## src/rtl/sync_fifo_pkg.sv

```systemverilog
// Shared constants and helpers for the sync_fifo_flags block.
//   DEF_DEPTH / DEF_WIDTH : default storage geometry
//   ptr_w()               : pointer width for a given depth
package sync_fifo_pkg;

  localparam int DEF_DEPTH = 16;
  localparam int DEF_WIDTH = 16;

  // Pointer width; a 1-word store still needs one address bit.
  function automatic int ptr_w(input int depth);
    return (depth <= 1) ? 1 : $clog2(depth);
  endfunction

endpackage

```

## src/rtl/sync_fifo_flags_if.sv

```systemverilog
// Handshake/status bundle for sync_fifo_flags.
//   master : producer/consumer side (drives flush, w_enb, din, r_enb)
//   slave  : FIFO side (drives dout, flags, count, error pulses)
interface sync_fifo_flags_if
  import sync_fifo_pkg::*;
#(
  parameter int DEPTH = DEF_DEPTH,
  parameter int WIDTH = DEF_WIDTH
);
  localparam int CW = ptr_w(DEPTH) + 1;

  logic             flush;
  logic             w_enb;
  logic [WIDTH-1:0] din;
  logic             r_enb;
  logic [WIDTH-1:0] dout;
  logic             full;
  logic             empty;
  logic             almost_full;
  logic             almost_empty;
  logic [CW-1:0]    count;
  logic             overflow;
  logic             underflow;

  modport master (
    output flush, w_enb, din, r_enb,
    input  dout, full, empty, almost_full, almost_empty, count, overflow, underflow
  );

  modport slave (
    input  flush, w_enb, din, r_enb,
    output dout, full, empty, almost_full, almost_empty, count, overflow, underflow
  );
endinterface

```

## src/rtl/fifo_mem.sv

```systemverilog
// Storage array for sync_fifo_flags: one synchronous write port, one
// asynchronous read port, no reset (contents are don't-care until written).
//   clk     : write clock
//   we_i    : write enable
//   waddr_i : write address
//   wdata_i : write data
//   raddr_i : read address
//   rdata_o : read data (combinational)
module fifo_mem #(
  parameter int DEPTH = 16,
  parameter int WIDTH = 16,
  parameter int AW    = 4
) (
  input  logic             clk,
  input  logic             we_i,
  input  logic [AW-1:0]    waddr_i,
  input  logic [WIDTH-1:0] wdata_i,
  input  logic [AW-1:0]    raddr_i,
  output logic [WIDTH-1:0] rdata_o
);
  logic [WIDTH-1:0] mem_q [DEPTH];

  always_ff @(posedge clk) begin
    if (we_i) mem_q[waddr_i] <= wdata_i;
  end

  assign rdata_o = mem_q[raddr_i];
endmodule

```

## src/rtl/sync_fifo_flags.sv

```systemverilog
// Synchronous FIFO with occupancy count, full/empty/almost flags and
// registered overflow/underflow pulses.
//   clk   : rising-edge clock
//   reset : asynchronous, active-high
//   bus   : sync_fifo_flags_if.slave (flush, w_enb, din, r_enb in;
//           dout, full, empty, almost_full, almost_empty, count,
//           overflow, underflow out)
// Build option: define SYNC_FIFO_FWFT_EN for first-word-fall-through dout;
// otherwise dout is registered and updates the cycle after a read.
module sync_fifo_flags
  import sync_fifo_pkg::*;
#(
  parameter int DEPTH     = DEF_DEPTH,
  parameter int WIDTH     = DEF_WIDTH,
  parameter int AFULL_TH  = DEPTH - 2,
  parameter int AEMPTY_TH = 2
) (
  input logic clk,
  input logic reset,
  sync_fifo_flags_if.slave bus
);
  localparam int AW = ptr_w(DEPTH);
  localparam int CW = AW + 1;
  localparam logic [CW-1:0] DEPTH_C  = CW'(DEPTH);
  localparam logic [CW-1:0] AFULL_C  = CW'(AFULL_TH);
  localparam logic [CW-1:0] AEMPTY_C = CW'(AEMPTY_TH);

  if (DEPTH < 4 || (DEPTH & (DEPTH - 1)) != 0) begin : g_bad_depth
    $error("sync_fifo_flags: DEPTH must be a power of two >= 4");
  end
  if (AFULL_TH < 1 || AFULL_TH > DEPTH) begin : g_bad_afull
    $error("sync_fifo_flags: AFULL_TH must be in 1..DEPTH");
  end
  if (AEMPTY_TH < 1 || AEMPTY_TH > DEPTH) begin : g_bad_aempty
    $error("sync_fifo_flags: AEMPTY_TH must be in 1..DEPTH");
  end

  logic [AW-1:0]    wptr_q, wptr_d;
  logic [AW-1:0]    rptr_q, rptr_d;
  logic [CW-1:0]    count_q, count_d;
  logic             ovf_q, unf_q;
  logic             full, empty;
  logic             wr_acc, rd_acc;
  logic [WIDTH-1:0] mem_rdata;

  // Flags come only from the registered count, so they are glitch-free and
  // snap to the reset values as soon as count_q clears.
  assign full  = (count_q == DEPTH_C);
  assign empty = (count_q == '0);

  // flush masks both ports; full/empty gating gives read-wins at full and
  // write-wins at empty for simultaneous requests.
  assign wr_acc = bus.w_enb && !full  && !bus.flush;
  assign rd_acc = bus.r_enb && !empty && !bus.flush;

  always_comb begin
    wptr_d  = wptr_q;
    rptr_d  = rptr_q;
    count_d = count_q;
    if (bus.flush) begin
      wptr_d  = '0;
      rptr_d  = '0;
      count_d = '0;
    end else begin
      // Power-of-two depth: natural wrap of AW-bit pointers is modulo DEPTH.
      if (wr_acc) wptr_d = wptr_q + AW'(1);
      if (rd_acc) rptr_d = rptr_q + AW'(1);
      case ({wr_acc, rd_acc})
        2'b10:   count_d = count_q + CW'(1);
        2'b01:   count_d = count_q - CW'(1);
        default: count_d = count_q;
      endcase
    end
  end

  always_ff @(posedge clk or posedge reset) begin
    if (reset) begin
      wptr_q  <= '0;
      rptr_q  <= '0;
      count_q <= '0;
      ovf_q   <= 1'b0;
      unf_q   <= 1'b0;
    end else begin
      wptr_q  <= wptr_d;
      rptr_q  <= rptr_d;
      count_q <= count_d;
      ovf_q   <= bus.w_enb && full  && !bus.flush;
      unf_q   <= bus.r_enb && empty && !bus.flush;
    end
  end

  fifo_mem #(.DEPTH(DEPTH), .WIDTH(WIDTH), .AW(AW)) u_mem (
    .clk     (clk),
    .we_i    (wr_acc),
    .waddr_i (wptr_q),
    .wdata_i (bus.din),
    .raddr_i (rptr_q),
    .rdata_o (mem_rdata)
  );

`ifdef SYNC_FIFO_FWFT_EN
  // Head word is presented combinationally; forced to zero when empty so
  // stale storage never leaks out.
  assign bus.dout = empty ? '0 : mem_rdata;
`else
  logic [WIDTH-1:0] dout_q, dout_d;

  always_comb begin
    dout_d = dout_q;
    if (rd_acc) dout_d = mem_rdata;
  end

  always_ff @(posedge clk or posedge reset) begin
    if (reset) dout_q <= '0;
    else       dout_q <= dout_d;
  end

  assign bus.dout = dout_q;
`endif

  assign bus.full         = full;
  assign bus.empty        = empty;
  assign bus.almost_full  = (count_q >= AFULL_C);
  assign bus.almost_empty = (count_q <= AEMPTY_C);
  assign bus.count        = count_q;
  assign bus.overflow     = ovf_q;
  assign bus.underflow    = unf_q;
endmodule
```

## src/flat_wrapper.sv

```systemverilog
// flat-port wrapper written by rule: the top's interface ports become plain ports
module sync_fifo_flags_flat import sync_fifo_pkg::*;
#(
  parameter int DEPTH     = DEF_DEPTH,
  parameter int WIDTH     = DEF_WIDTH,
  parameter int AFULL_TH  = DEPTH - 2,
  parameter int AEMPTY_TH = 2
)
  (clk, reset, bus_flush, bus_w_enb, bus_din, bus_r_enb, bus_dout, bus_full, bus_empty, bus_almost_full, bus_almost_empty, bus_count, bus_overflow, bus_underflow);
  sync_fifo_flags_if #(.DEPTH(DEPTH), .WIDTH(WIDTH)) bus_i ();
  input logic clk;
  input logic reset;
  input wire logic [$bits(bus_i.flush)-1:0] bus_flush;
  input wire logic [$bits(bus_i.w_enb)-1:0] bus_w_enb;
  input wire logic [$bits(bus_i.din)-1:0] bus_din;
  input wire logic [$bits(bus_i.r_enb)-1:0] bus_r_enb;
  output wire logic [$bits(bus_i.dout)-1:0] bus_dout;
  output wire logic [$bits(bus_i.full)-1:0] bus_full;
  output wire logic [$bits(bus_i.empty)-1:0] bus_empty;
  output wire logic [$bits(bus_i.almost_full)-1:0] bus_almost_full;
  output wire logic [$bits(bus_i.almost_empty)-1:0] bus_almost_empty;
  output wire logic [$bits(bus_i.count)-1:0] bus_count;
  output wire logic [$bits(bus_i.overflow)-1:0] bus_overflow;
  output wire logic [$bits(bus_i.underflow)-1:0] bus_underflow;
  assign bus_i.flush = bus_flush;
  assign bus_i.w_enb = bus_w_enb;
  assign bus_i.din = bus_din;
  assign bus_i.r_enb = bus_r_enb;
  assign bus_dout = bus_i.dout;
  assign bus_full = bus_i.full;
  assign bus_empty = bus_i.empty;
  assign bus_almost_full = bus_i.almost_full;
  assign bus_almost_empty = bus_i.almost_empty;
  assign bus_count = bus_i.count;
  assign bus_overflow = bus_i.overflow;
  assign bus_underflow = bus_i.underflow;
  sync_fifo_flags #(.DEPTH(DEPTH), .WIDTH(WIDTH), .AFULL_TH(AFULL_TH), .AEMPTY_TH(AEMPTY_TH)) u_core (.clk(clk), .reset(reset), .bus(bus_i));
endmodule
```

## config.mk

```make
export PLATFORM = sky130hd
export DESIGN_NAME = sync_fifo_flags_flat
export DESIGN_NICKNAME = d
export VERILOG_FILES = /design/src/rtl/sync_fifo_pkg.sv /design/src/rtl/sync_fifo_flags_if.sv /design/src/rtl/fifo_mem.sv /design/src/rtl/sync_fifo_flags.sv /design/src/flat_wrapper.sv
export SDC_FILE = /design/constraint.sdc
export NUM_CORES = 1
export LEC_CHECK = 0
export ABC_AREA = 1
export CAP_MARGIN = 20
export CORE_MARGIN = 2
export CORE_UTILIZATION = 44
export CTS_BUF_LIST = sky130_fd_sc_hd__clkbuf_4 sky130_fd_sc_hd__clkbuf_8
export CTS_CLUSTER_DIAMETER = 40
export DETAILED_ROUTE_END_ITERATION = 10
export PLACE_DENSITY = 0.69
export SYNTH_ARGS = -nofsm -noshare
export SYNTH_HDL_FRONTEND = slang
export SYNTH_HIERARCHICAL = 1
export SYNTH_SLANG_ARGS = --single-unit
```

## constraint.sdc

```tcl
create_clock -name clk -period 2.7 [get_ports clk]
set_input_delay 0.27 -clock clk [delete_from_list [all_inputs] [get_ports clk]]
set_output_delay 0.27 -clock clk [all_outputs]
set_load 0.01 [all_outputs]
```

==> impl_metrics.xml <==
<?xml version="1.0" encoding="UTF-8"?>
<metrics>
  <group name="status">
    <metric name="run_status" unit="">completed</metric>
  </group>
  <group name="setup_path">
    <metric name="setup.worst_path.end" unit="">bus_full</metric>
    <metric name="critPathKind" unit="">reg2out</metric>
    <metric name="path_max_fanout" unit="">5</metric>
    <metric name="cp-startpoint" unit="">u_core/bus.count[2]</metric>
    <metric name="ff_to_ff_setup_slack" unit="ns">0.46</metric>
    <metric name="worstReg2RegStart" unit="">u_core/bus.count[2]</metric>
    <metric name="cp.arrival" unit="ns">1.99</metric>
    <metric name="crit_required" unit="ns">2.43</metric>
    <metric name="worst_r2r_endpoint" unit="">u_core/bus.count[4]</metric>
    <metric name="r2r.worst_path.cells" unit="">14</metric>
    <metric name="worstSetupStartpointType" unit="">flop</metric>
    <metric name="nature_of_the_critical_path_endpoint" unit="">output port</metric>
  </group>
  <group name="global_route">
    <metric name="number_of_global_route_vias_before_repair" unit="">8366</metric>
    <metric name="grt_start_max_net_pins" unit="">109</metric>
    <metric name="grt_antenna_before_repair" unit="">0</metric>
    <metric name="grt_usage" unit="%">20.4</metric>
    <metric name="grt_remaining_overflow" unit="">0</metric>
    <metric name="grt_first_pass_wirelength" unit="mm">47.3</metric>
  </group>
  <group name="clock_network">
    <metric name="clk_latency_worst_skew_pair" unit="ns">0.55</metric>
    <metric name="path_clk_slew" unit="ns">0.06</metric>
    <metric name="tritoncts_num_sinks" unit="">287</metric>
    <metric name="cts-root-to-sink-buffers" unit="">3</metric>
    <metric name="ctsRootBufferMaster" unit="">sky130_fd_sc_hd__clkbuf_8</metric>
    <metric name="cts_tree" unit="">done</metric>
    <metric name="htree_levels" unit="">2</metric>
    <metric name="postCtsSetupRepairBufs" unit="">0</metric>
    <metric name="post_cts_sizing_count" unit="">0</metric>
    <metric name="cts-hold-fix-buffers" unit="">0</metric>
    <metric name="cts_made_buffers" unit="">47</metric>
  </group>
  <group name="power">
    <metric name="cellPowerDensity" unit="mW/mm²">854</metric>
    <metric name="power.static_leakage" unit="nW">6.24</metric>
    <metric name="power.total" unit="W">0.0124</metric>
    <metric name="max-vdd-ir-drop" unit="mV">0.493</metric>
  </group>
  <group name="floorplanning">
    <metric name="die_y" unit="µm">173</metric>
    <metric name="design.portCount" unit="">48</metric>
    <metric name="core_area" unit="mm²">0.0285</metric>
    <metric name="floorplan.initialDensity" unit="%">44.4</metric>
    <metric name="floorplan.die.width" unit="µm">173</metric>
    <metric name="row_count" unit="">62</metric>
    <metric name="die_area" unit="mm²">0.0301</metric>
  </group>
  <group name="sta">
    <metric name="grt_setup_unrepaired" unit="">false</metric>
    <metric name="fin_crit" unit="ns">2.26</metric>
    <metric name="worst_pin_slew" unit="ns">0.864</metric>
    <metric name="layout_worst_path_cycle_share" unit="%">83.7</metric>
    <metric name="setup-violations-final" unit="">0</metric>
    <metric name="timing.setup.tns" unit="ns">0</metric>
    <metric name="timing.final.max_slew_violations" unit="">0</metric>
    <metric name="final_hold_vio_count" unit="">0</metric>
    <metric name="timing.fmax" unit="MHz">443</metric>
    <metric name="final.setup_skew" unit="ns">0.0210</metric>
    <metric name="slew-limit-headroom" unit="%">42.2</metric>
  </group>
  <group name="synth">
    <metric name="synthCells" unit="">1242</metric>
    <metric name="synth_fp_nets" unit="">1269</metric>
    <metric name="postSynthRegisterBits" unit="">287</metric>
    <metric name="netlist_area" unit="mm²">0.0126</metric>
    <metric name="post_synth_num_cell_types" unit="">30</metric>
    <metric name="synth_warnings" unit="">6</metric>
    <metric name="synth.avg_cell_area" unit="µm²">10.2</metric>
    <metric name="sequential_element_share_of_the_synthesized_area" unit="%">67.0</metric>
  </group>
  <group name="drt">
    <metric name="routed_length_per_instance" unit="µm">17.7</metric>
    <metric name="drt.antenna.violating_nets" unit="">0</metric>
    <metric name="detailroute.via_count" unit="">8652</metric>
    <metric name="detail_route.first_pass.iterations" unit="">6</metric>
    <metric name="routed_wl" unit="mm">30.6</metric>
    <metric name="drc" unit="">0</metric>
    <metric name="drtIter0Drc" unit="">869</metric>
    <metric name="detail_route.vias_per_cell" unit="">5.00</metric>
  </group>
  <group name="final_layout">
    <metric name="nets" unit="">1341</metric>
    <metric name="fillers" unit="">2517</metric>
    <metric name="syn_to_final_growth" unit="%">14.7</metric>
    <metric name="insertedDiodeCount" unit="">0</metric>
    <metric name="final_layout_size_suffix_gt1_share" unit="%">10.8</metric>
  </group>
  <group name="placement">
    <metric name="placement.io_buffers" unit="">47</metric>
    <metric name="place.gp.congestion" unit="">0.844</metric>
    <metric name="hpwlAfterDp" unit="mm">18.8</metric>
  </group>
  <group name="job">
    <metric name="max_cap_violations" unit="">0</metric>
  </group>
  <group name="hold_path">
    <metric name="timing.hold.worst.class" unit="">in2async</metric>
  </group>
</metrics>
## layer usage
metal	vias to the layer above	GRT usage, %	wire length (µm)
met5	-	0	0
met4	0	7.27	911
met3	54	4.47	2370
met2	357	32.9	14400
met1	4102	27.3	12900
li1	4139	-	-
## Yosys cell counts, drive strengths merged
master / number / area [µm²]
nand3: 204 / 1040
a21oi: 7 / 38.8
dfrtp: 31 / 776
clkbuf: 10 / 37.5
o21ai: 7 / 35.0
nand2: 423 / 1630
buf: 45 / 297
inv: 214 / 811
nor3: 4 / 20.0
clkinv: 1 / 3.75
edfxtp: 256 / 7690
ha: 5 / 62.6
fa: 1 / 20.0
xnor2: 2 / 17.5
nor2: 29 / 134
nand3b: 3 / 22.5
## report_power, final
group          internal [W]  switching [W]
sequential          0.00511       0.000217
combinational       0.00115        0.00221
clock               0.00201        0.00167
total               0.00827        0.00409
## sequential cells by signal, summed over array words and instances (netlist names)
register and count:
u_core/bus.underflow 1, u_core/rptr_q 4, u_core/bus.overflow 1, u_core/u_mem/mem_q 256, u_core/bus.dout 16, u_core/wptr_q 4
u_core/bus.count 5
## logic make-up after synthesis
kind of cell	share of synthesized area, %
flops	67.0
compound gates	0.585
buf+inv	9.10
xor+xnor	0.139
fa+ha+maj	0.654
simple gates	22.5
## how the worst min path moves through the flow
stage | slack (ns) | endpoint | cells past startpoint
after CTS | 0.14 | u_core/bus.dout[13] | 3
after floorplan | 0.37 | u_core/bus.count[0] | 1
after detailed placement | 0.47 | u_core/bus.dout[2] | 2
after global placement | 0.46 | u_core/bus.dout[10] | 2
final | 0.13 | u_core/bus.dout[13] | 3
after global routing | 0.16 | u_core/bus.dout[12] | 3
## area by class of cell
type / instances / area [µm²] / share of cell area, %
clock buffer: 68 / 805 / 5.56
clock inverter: 15 / 100 / 0.691
inverter: 215 / 816 / 5.63
multi-input combinational: 685 / 3060 / 21.1
sequential: 287 / 8470 / 58.5
tap: 384 / 480 / 3.32
timing repair buffer: 78 / 753 / 5.20
## layout by cell type, fill, tap and decap left out, types with 2 or more instances in the layout
master	count
sky130_fd_sc_hd__nand2_1	415
sky130_fd_sc_hd__edfxtp_1	256
sky130_fd_sc_hd__inv_1	208
sky130_fd_sc_hd__nand3_1	202
sky130_fd_sc_hd__clkbuf_8	47
sky130_fd_sc_hd__clkdlybuf4s50_1	47
sky130_fd_sc_hd__dfrtp_1	29
sky130_fd_sc_hd__buf_4	27
sky130_fd_sc_hd__clkbuf_4	21
sky130_fd_sc_hd__nor2_2	17
sky130_fd_sc_hd__nor2_1	9
sky130_fd_sc_hd__clkinv_1	8
sky130_fd_sc_hd__a21oi_1	6
sky130_fd_sc_hd__clkinv_2	5
sky130_fd_sc_hd__o21ai_0	5
sky130_fd_sc_hd__ha_1	5
sky130_fd_sc_hd__nand2_2	4
sky130_fd_sc_hd__nor3_1	4
sky130_fd_sc_hd__nand2_4	4
sky130_fd_sc_hd__buf_12	4
sky130_fd_sc_hd__nor2_4	3
sky130_fd_sc_hd__inv_2	3
sky130_fd_sc_hd__nand3b_1	3
sky130_fd_sc_hd__clkinvlp_4	2
sky130_fd_sc_hd__inv_6	2
sky130_fd_sc_hd__o21ai_1	2
sky130_fd_sc_hd__xnor2_1	2
## critical path, stage by stage (launching register included)
cell and delay, ns:
sky130_fd_sc_hd__dfrtp_1 0.46, sky130_fd_sc_hd__nor2_4 0.20, sky130_fd_sc_hd__nand3_2 0.16, sky130_fd_sc_hd__inv_1 0.09
sky130_fd_sc_hd__clkdlybuf4s50_1 0.53
## stage by stage
stage	setup WS (ns)	utilization [%]	std cells	hold slack (ns)	instance area (µm²)
after global placement	0.264	47.7	1649	0.463	13600
after global routing	0.303	50.9	1732	0.160	14500
after floorplan	0.628	-	1242	0.369	12600
after detailed placement	0.217	47.7	1649	0.467	13600
after CTS	0.421	50.9	1732	0.137	14500
final	0.440	50.9	1732	0.133	14500
(Power assumes the default switching activity.)
